===== config.mk =====
export PLATFORM = sky130hd
export DESIGN_NAME = scroll_display_ctrl
export DESIGN_NICKNAME = d
export VERILOG_FILES = /design/src/rtl/scroll_display_ctrl.sv
export SDC_FILE = /design/constraint.sdc
export NUM_CORES = 1
export LEC_CHECK = 0
export CAP_MARGIN = 10
export CORE_ASPECT_RATIO = 0.7
export CORE_MARGIN = 5
export CORE_UTILIZATION = 28
export DETAILED_ROUTE_END_ITERATION = 7
export PLACE_DENSITY_LB_ADDON = 0.05
export SLEW_MARGIN = 20
export SYNTH_ARGS = -nofsm -noshare
export SYNTH_HDL_FRONTEND = slang
export SYNTH_SLANG_ARGS = --single-unit

===== constraint.sdc =====
create_clock -name clk -period 18.7 [get_ports clk]
set_input_delay 2.805 -clock clk [delete_from_list [all_inputs] [get_ports clk]]
set_output_delay 2.805 -clock clk [all_outputs]
set_load 0.03 [all_outputs]

===== src/rtl/scroll_display_ctrl.sv =====
// Scrolling scheduler for an 8-digit seven-segment display: message buffer,
// scan multiplexing and start/stop/direction-controlled scrolling.
module scroll_display_ctrl #(
  parameter int SCAN_DIV = 100000,
  parameter int STEP_DIV = 100000000
) (
  input  logic       clk,
  input  logic       reset,
  input  logic       wr_en,
  input  logic [3:0] wr_addr,
  input  logic [3:0] wr_data,
  input  logic [4:0] msg_len,
  input  logic       start,
  input  logic       stop,
  input  logic       direction,
  output logic [2:0] digit_sel,
  output logic [3:0] digit_val,
  output logic [3:0] offset,
  output logic       busy,
  output logic       wrap
);

  localparam int SCAN_W = (SCAN_DIV > 1) ? $clog2(SCAN_DIV) : 1;
  localparam int STEP_W = (STEP_DIV > 1) ? $clog2(STEP_DIV) : 1;
  localparam logic [SCAN_W-1:0] SCAN_TC = SCAN_W'(SCAN_DIV - 1);
  localparam logic [STEP_W-1:0] STEP_TC = STEP_W'(STEP_DIV - 1);

  typedef enum logic [1:0] {
    IDLE,
    RUN,
    HOLD
  } state_t;

  state_t            state_q, state_d;
  logic [3:0]        msg_q [16];
  logic [3:0]        msg_d [16];
  logic [4:0]        len_q, len_d;
  logic [SCAN_W-1:0] scan_cnt_q, scan_cnt_d;
  logic [STEP_W-1:0] step_cnt_q, step_cnt_d;
  logic [2:0]        digit_sel_q, digit_sel_d;
  logic [3:0]        digit_val_q, digit_val_d;
  logic [3:0]        offset_q, offset_d;
  logic              busy_q, busy_d;
  logic              wrap_q, wrap_d;

  logic              scan_tc;
  logic              step_tc;
  logic [4:0]        len_clamp;
  logic [3:0]        len_m1;
  logic [3:0]        off_next;
  logic              off_wrap;
  logic [4:0]        idx_sum;
  logic [3:0]        idx;

  always_comb begin
    len_clamp = (msg_len == 5'd0 || msg_len > 5'd16) ? 5'd16 : msg_len;
    len_m1    = 4'(len_q - 5'd1);
    if (!direction) begin
      off_wrap = (offset_q == len_m1);
      off_next = off_wrap ? 4'd0 : offset_q + 4'd1;
    end else begin
      off_wrap = (offset_q == 4'd0);
      off_next = off_wrap ? len_m1 : offset_q - 4'd1;
    end
  end

  always_comb begin
    msg_d = msg_q;
    if (wr_en) msg_d[wr_addr] = wr_data;

    scan_tc     = (scan_cnt_q == SCAN_TC);
    scan_cnt_d  = scan_tc ? '0 : scan_cnt_q + 1'b1;
    digit_sel_d = scan_tc ? digit_sel_q + 3'd1 : digit_sel_q;

    step_tc    = (step_cnt_q == STEP_TC);
    state_d    = state_q;
    len_d      = len_q;
    offset_d   = offset_q;
    step_cnt_d = step_cnt_q;
    wrap_d     = 1'b0;

    unique case (state_q)
      IDLE: begin
        offset_d   = 4'd0;
        step_cnt_d = '0;
        if (!stop && start) begin
          state_d = RUN;
          len_d   = len_clamp;
        end
      end
      RUN: begin
        if (stop) begin
          state_d = HOLD;
        end else if (step_tc) begin
          step_cnt_d = '0;
          offset_d   = off_next;
          wrap_d     = off_wrap;
        end else begin
          step_cnt_d = step_cnt_q + 1'b1;
        end
      end
      HOLD: begin
        if (stop) begin
          state_d    = IDLE;
          offset_d   = 4'd0;
          step_cnt_d = '0;
        end else if (start) begin
          state_d = RUN;
        end
      end
      default: begin
        state_d    = IDLE;
        offset_d   = 4'd0;
        step_cnt_d = '0;
      end
    endcase

    busy_d = (state_d == RUN);

    // Look up with next-cycle values so digit_val stays aligned with digit_sel
    idx_sum     = {1'b0, offset_d} + {2'b00, digit_sel_d};
    idx         = 4'(idx_sum % len_d);
    digit_val_d = msg_d[idx];
  end

  always_ff @(posedge clk) begin
    if (reset) begin
      state_q     <= IDLE;
      msg_q       <= '{default: '0};
      len_q       <= 5'd8;
      scan_cnt_q  <= '0;
      step_cnt_q  <= '0;
      digit_sel_q <= 3'd0;
      digit_val_q <= 4'd0;
      offset_q    <= 4'd0;
      busy_q      <= 1'b0;
      wrap_q      <= 1'b0;
    end else begin
      state_q     <= state_d;
      msg_q       <= msg_d;
      len_q       <= len_d;
      scan_cnt_q  <= scan_cnt_d;
      step_cnt_q  <= step_cnt_d;
      digit_sel_q <= digit_sel_d;
      digit_val_q <= digit_val_d;
      offset_q    <= offset_d;
      busy_q      <= busy_d;
      wrap_q      <= wrap_d;
    end
  end

  assign digit_sel = digit_sel_q;
  assign digit_val = digit_val_q;
  assign offset    = offset_q;
  assign busy      = busy_q;
  assign wrap      = wrap_q;

endmodule


---- Word level (Yosys, flattened, before mapping) ----
Index checks and enable logic that the tools add are counted.
storage, ports and cells
  word-level logic and storage cells ...... 87
  bits in registers ....................... 128
  output and inout bits ................... 13
  input bits .............................. 19
cells by class
  reductions and logical operators ........ 10
  muxes and demuxes ....................... 28
  $lt $le $gt $ge ......................... 4
  $add $sub $neg .......................... 7
  bitwise operators ....................... 4
  eq/ne operators ......................... 8
  div/mod/pow operators ................... 1
operators by type and width
  kind                                                  number
  two-way mux 27 bit                                    3
  bitwise mux 64 bit                                    1
  two-way mux 64 bit                                    1
  case mux 27 bit (2 select lines)                      1
  two-way mux 4 bit                                     9
  adder 27 x 1 -> 27 bit, second input constant         1
  == test 27 bit, second input constant                 1
  adder 17 x 1 -> 17 bit, second input constant         1
  == test 17 bit, second input constant                 1
  binary-select mux 4 bit (select 4 bit)                1
  demux 4 bit (select 4 bit)                            1
  two-way mux 5 bit                                     3
  >= comparator 5 bit, second input constant            2
  NOT 4 -> 5 bit                                        2
  two-way mux 2 bit                                     4
  case mux 4 bit (2 select lines)                       1
  subtractor 4 x 1 -> 4 bit, second input constant      2
  case mux 2 bit (3 select lines)                       1
  adder 4 x 3 -> 5 bit                                  1
  greater-than comparator 5 bit, second input constant  1
  zero test 5 bit                                       1
  < comparator 5 x 1 -> 1 bit, second input constant    1
  modulo 5 x 5 -> 5 bit                                 1
  adder 4 x 1 -> 4 bit, second input constant           1
  other kinds (16)                                      20

---- Longest topological paths before layout ----
  word-level depth ........................ 13
  depth in mapped cells ................... 49
  gate-level depth less buffers ........... 44

---- Worst setup path before layout ----
OpenSTA, ideal clock, no wires.
  path type ............................... input to register
  start ................................... in stop
  end ..................................... reg digit_val_q[3] (netlist: digit_val[3])
  data required time ...................... 18.630 ns
  path slack .............................. 7.104 ns
  path buffers ............................ 5
  setup time .............................. 0.070 ns
  stages on the path ...................... 45
  arrival time ............................ 11.525 ns
  cells stage by stage .................... clkbuf_1 > nor2b_1 > nand4_1 > or2_1 > a21o_1 > nand2_1 > o21ai_0 > and2_1 > ha_1 > fa_1 > a21o_1 > and2_1 > ha_1 > a32oi_1 > a31oi_1 > ha_1 > nand4_1 > a211oi_1 > (+9 left out) > and2_1 > a41o_1 > o21a_1 > buf_2 > mux2_2 > ha_1 > a311oi_1 > nand3_1 > and2_1 > clkbuf_1 > a2111oi_0 > or2_1 > clkbuf_1 > clkbuf_1 > mux2_2 > o21ai_0 > o32a_1 > o2bb2ai_1
between the ends
  elaborated cells on any way between the ends .. 13
  classes of those cells .................. 1 x add/sub; 1 x div; 8 x mux; 1 x bitwise; 2 x reduce/logical
RTL lines
  item                                                     line     text
  start, declared                                          14       input logic stop,
  two-way mux 4 bit (on tied branches)                     103, 92
  case mux 4 bit (2 select lines) *                        82       unique case (state_q)
  net offset_d[0]                                          42       logic [3:0] offset_q, offset_d;
  adder 4 x 3 -> 5 bit *                                   121      idx_sum = {1'b0, offset_d} + {2'b00, digit_sel_d};
  modulo 5 x 5 -> 5 bit *                                  122      idx = 4'(idx_sum % len_d);
  NOT 4 -> 5 bit (implied by the code) *                   123      digit_val_d = msg_d[idx];
  binary-select mux 4 bit (select 4 bit) *                 123
  two-way mux 4 bit (implied by the code) * (2 in series)  123
  end signal, assigned                                     145      digit_val_q <= digit_val_d;
  end, declared                                            41       logic [3:0] digit_val_q, digit_val_d;
Mark *: on every way through the listed nets, which the timed path passes. The rest lies on a longest branch. The select of a mux whose other input is x is not followed.
A chain may end at the register's enable or synchronous reset.

---- Worst setup path in the final report ----
  start ................................... in stop
  end ..................................... reg digit_val_q[1] (netlist: digit_val[1])
Same word-level chain as after synthesis.

==> results summary <==
The worst slew margin relative to its limit is 29.1%. Across all setup checks in the final design, the least slack found is 6230 ps. The share of Yosys cell area claimed by the top area cell type came out at 33.2%. The run finished with clean final reports. Data arrives at the worst endpoint at 12,850 ps. The final worst clock skew came out at 10.1 ps. Setup repair after global routing left no endpoint under its margin. The cell row count is 50. The logic depth of the worst register-to-register path is between 40 and 50. Global routing consumed, on the met1 layer, 24.3% of the routing resources.

The count of max-cap constraint violations came out at 0. The analysis attributes to net switching a power of roughly 0.00033 W. In this run the critical register-to-register path is launched from step_cnt_q[8]. The shortest clock period the worst path allows after layout is 12,470 ps. The most used routing layer in global routing is met1. The first routing iteration left 513 violations. The global router's overall resource usage came out at 15.2%. The internal power component is 0.000613 W. The max-slew violation count is 0. The area added between synthesis and finish is 16.7%. The worst setup path is captured at a register.

The TritonCTS clock tree is yes. For this block, the via count after detailed routing is 7,122. The capturing element of the worst setup path is digit_val[1].

The final critical path takes up approximately 67% of the cycle. In the post-synthesis netlist, the biggest area contributors are sky130_fd_sc_hd__dfxtp_1, sky130_fd_sc_hd__nand2_1, sky130_fd_sc_hd__a21oi_1. The number of hold-repair buffers added at the cts stage is 0.

The TritonCTS buffer count is 17. The number of diodes came out at 0. The post-synthesis register bit count came out at around 130. The detail-routed via count per cell is 5.09. The number of I/O pins came out at 32.

The largest incremental delay on the critical path came out at about 560 ps. Counting the fill cells in the layout gives 2,832. The root buffer cell chosen for the clock tree is sky130_fd_sc_hd__clkbuf_16. The reg2reg setup slack came out at 7850 ps.

Entering global routing, the biggest net connects between 50 and 60 pins. The proportion of synthesized flip-flops having asynchronous set or reset is 0%. The final routed DRC violation total is 0. The count of buffers from port buffering came out at 31. The library cells used most frequently in the layout, excluding fill and tap cells, are sky130_fd_sc_hd__nand2_1, sky130_fd_sc_hd__dfxtp_1, sky130_fd_sc_hd__nor2_1, sky130_fd_sc_hd__a21oi_1, sky130_fd_sc_hd__nand3_1. The worst setup path startpoint is stop. The net switching fraction of the power is 35.3%. The horizontal die dimension came out at 209 um.

The final-layout setup total negative slack is 0 ps. The number of antenna-violating nets in the routed design is 0. The number of sinks driven by the clock tree is roughly 130. Wires add up to 23.6 mm. The detail-routed net length per standard cell came out at 16.9 um.

Global routing consumed, on the met3 layer, ~3.7% of the routing resources. The clock slew at the register clock pins of the worst setup and hold paths is around 60 ps. The part of the total power dissipated in sequential elements is 29.8%. Cells fill approximately a third of the core in the end. The type of the setup path with the least slack is input port to register.

The worst slack at placement came out at 5870 ps. The first-pass iteration count of the detailed router is 5. The final hold slack came out at 464 ps. The number of buffers inserted to repair setup after CTS came out at 0. The area occupied by multi-input gates came out at about 5000 um2. The count of different cell masters after synthesis is 71.

The count of flip-flops with a built-in enable after synthesis is 0. The global routing met2 resource utilization came out at between 10% and 20%. The cell count after synthesis is approximately 1,000. The largest vdd supply drop came out at 0.0683 mV.

The first-pass GRT wire length is 37.6 mm. Along the worst path, the maximum fanout reaches 32. The routability-driven placement congestion ratio came out at 0.819. STA classifies the critical path startpoint as an input port. The net count after synthesis came out at 1,064. The post-route netlist has 7.14% of its cells at a drive strength greater than 1. The full die area is between 30,000 and 40,000 um2. The share of power burned in combinational logic is 32.1%.

The largest total area in the synthesized netlist belongs to sky130_fd_sc_hd__dfxtp_1. For this run, the register share of the synthesized area comes to 33.2%. The number of global-route vias before repair is 6,480. The path type of the worst min-delay path is register to register.

Leaving out fill and tap cells, the most frequent cell in the layout is sky130_fd_sc_hd__nand2_1. The final cell count without fillers came out at 1,400. On the critical path, the stage with the largest delay is an instance of sky130_fd_sc_hd__a2111oi_0. During synthesis, Yosys emitted a total of 0 warnings. The netlist area before placement is 7720 um2.

The initial antenna violation count came out at 0. In the final layout, flip-flops and latches occupy 2560 um2. The cell total after placement is 1,368.

The analysis attributes to cell leakage a power of 3.14 nW. The most used flip-flop cell after synthesis is sky130_fd_sc_hd__dfxtp_1. The count of instances resized after the clock tree is built is 0. The clock passes through at most 2 buffers.

The post-layout net count came out at 1,075. For the worst setup path, the data required time is between 15,000 and 20,000 ps. The transition time of the tightest slew-check pin is 1060 ps. The synthesized area divided by synthesized cell count came out at 7.63 um2. The clock network latency to the later pin of the worst-skew pair is 440 ps. Dividing total power by cell area gives a power density of 105 nW/um2.

The count of endpoints failing hold in the final timing report is 0. The placeable core area came out at 27,000 um2. Derived from the worst setup path, the maximum achievable clock frequency is 80.2 MHz. The cell seen most often among critical-path stages is sky130_fd_sc_hd__ha_1. The aggregate global routing overflow came out at 0. The clock tree synthesis step divided the H-tree into 4 levels.

The worst register-to-register path ends at digit_val[1]. After legalization and detailed placement, the total HPWL measured approximately 17 mm. The clock network accounts for 38.1% of the total power. Setup violations remaining at the end of the flow were counted as 0. The vertical extent of the die is 149 um.

For this configuration, the core starts out at a cell density of 28.6%.
==> power by group through the flow <==
stage          clock network (W)  registers [W]  logic (W)
6_report                0.000361       0.000282   0.000303
5_1_grt                 0.000382       0.000283   0.000334
4_1_cts                 0.000372       0.000282   0.000301
3_5_place_dp                   0       0.000288   0.000299
3_3_place_gp                   0       0.000288   0.000305
2_1_floorplan                  0       0.000291   0.000214
==> synth_stat cells, types with 4 or more instances <==
master	instances
sky130_fd_sc_hd__nand3_1	37
sky130_fd_sc_hd__a32oi_1	6
sky130_fd_sc_hd__buf_2	5
sky130_fd_sc_hd__o311ai_0	7
sky130_fd_sc_hd__o31ai_1	4
sky130_fd_sc_hd__and3_1	10
sky130_fd_sc_hd__o22ai_1	4
sky130_fd_sc_hd__nor3_1	22
sky130_fd_sc_hd__xor2_1	24
sky130_fd_sc_hd__a211oi_1	7
sky130_fd_sc_hd__inv_1	26
sky130_fd_sc_hd__nand4_1	16
sky130_fd_sc_hd__a21o_1	7
sky130_fd_sc_hd__o21ai_0	27
sky130_fd_sc_hd__mux2_2	19
sky130_fd_sc_hd__o32a_1	4
sky130_fd_sc_hd__o21ai_1	5
sky130_fd_sc_hd__ha_1	31
sky130_fd_sc_hd__nor2_1	119
sky130_fd_sc_hd__nor2b_1	15
sky130_fd_sc_hd__nor3b_1	4
sky130_fd_sc_hd__or3_1	18
sky130_fd_sc_hd__o21a_1	4
sky130_fd_sc_hd__nand2_1	179
sky130_fd_sc_hd__nand2b_1	12
sky130_fd_sc_hd__dfxtp_1	128
sky130_fd_sc_hd__a31oi_1	4
sky130_fd_sc_hd__clkbuf_1	42
sky130_fd_sc_hd__and2_1	7
sky130_fd_sc_hd__a21oi_1	98
sky130_fd_sc_hd__o221ai_1	15
sky130_fd_sc_hd__o2bb2ai_1	5
sky130_fd_sc_hd__mux2i_1	14
sky130_fd_sc_hd__and4_1	4
sky130_fd_sc_hd__xnor2_1	24
==> worst min-delay path by stage <==
stage / from / to / slack, ps / cells past startpoint
after floorplan: msg_q[36] / msg_q[36] / 430 / 2
after global placement: msg_q[39] / msg_q[39] / 450 / 2
after detailed placement: msg_q[39] / msg_q[39] / 460 / 2
after CTS: msg_q[39] / msg_q[39] / 460 / 2
after global routing: msg_q[33] / msg_q[33] / 490 / 2
final: msg_q[39] / msg_q[39] / 460 / 2
==> state kept, by name (all words and copies together), names as in the netlist <==
name	count
msg_q	64
busy	1
len_q	5
wrap	1
digit_val	4
scan_cnt_q	17
offset	4
step_cnt_q	27
state_q	2
digit_sel	3
==> routing by layer <==
layer  part of all wire [%]  wire length [um]
met5                   0.18                42
met4                   0.83               197
met3                    5.1              1200
met2                     38              9030
met1                     56             13200
==> cell families after synthesis <==
kind of cell    synth area share, %
buf+inv                        3.77
simple gates                   28.0
xor+xnor                       5.73
flops                          33.2
mux                            4.92
compound gates                 18.8
fa+ha+maj                      5.54
==> critical path, delay by kind of cell <==
| family | cells | cell delay [ps] |
|---|---|---|
| AO/OA/AOI/OAI | 21 | 4380 |
| adder cells (fa/ha/maj) | 7 | 2150 |
| AND/OR/NAND/NOR | 11 | 1790 |
| buffers and inverters | 2 | 890 |
| multiplexers | 2 | 800 |
==> through the flow <==
stage          instance area (um2)  total power [W]
3_3_place_gp                  8380         0.000594
4_1_cts                       9010         0.000955
5_1_grt                       9010         0.000998
2_1_floorplan                 7720         0.000505
6_report                      9010         0.000947
3_5_place_dp                  8380         0.000587
==> layout make-up <==
class | count | area share (%)
Timing Repair Buffer | 42 | 4.30
Clock buffer | 22 | 5.26
Sequential cell | 128 | 28.4
Multi-Input combinational cell | 808 | 54.1
Clock inverter | 10 | 1.75
Tap cell | 364 | 5.05
Inverter | 26 | 1.08
(Power assumes the default switching activity.)
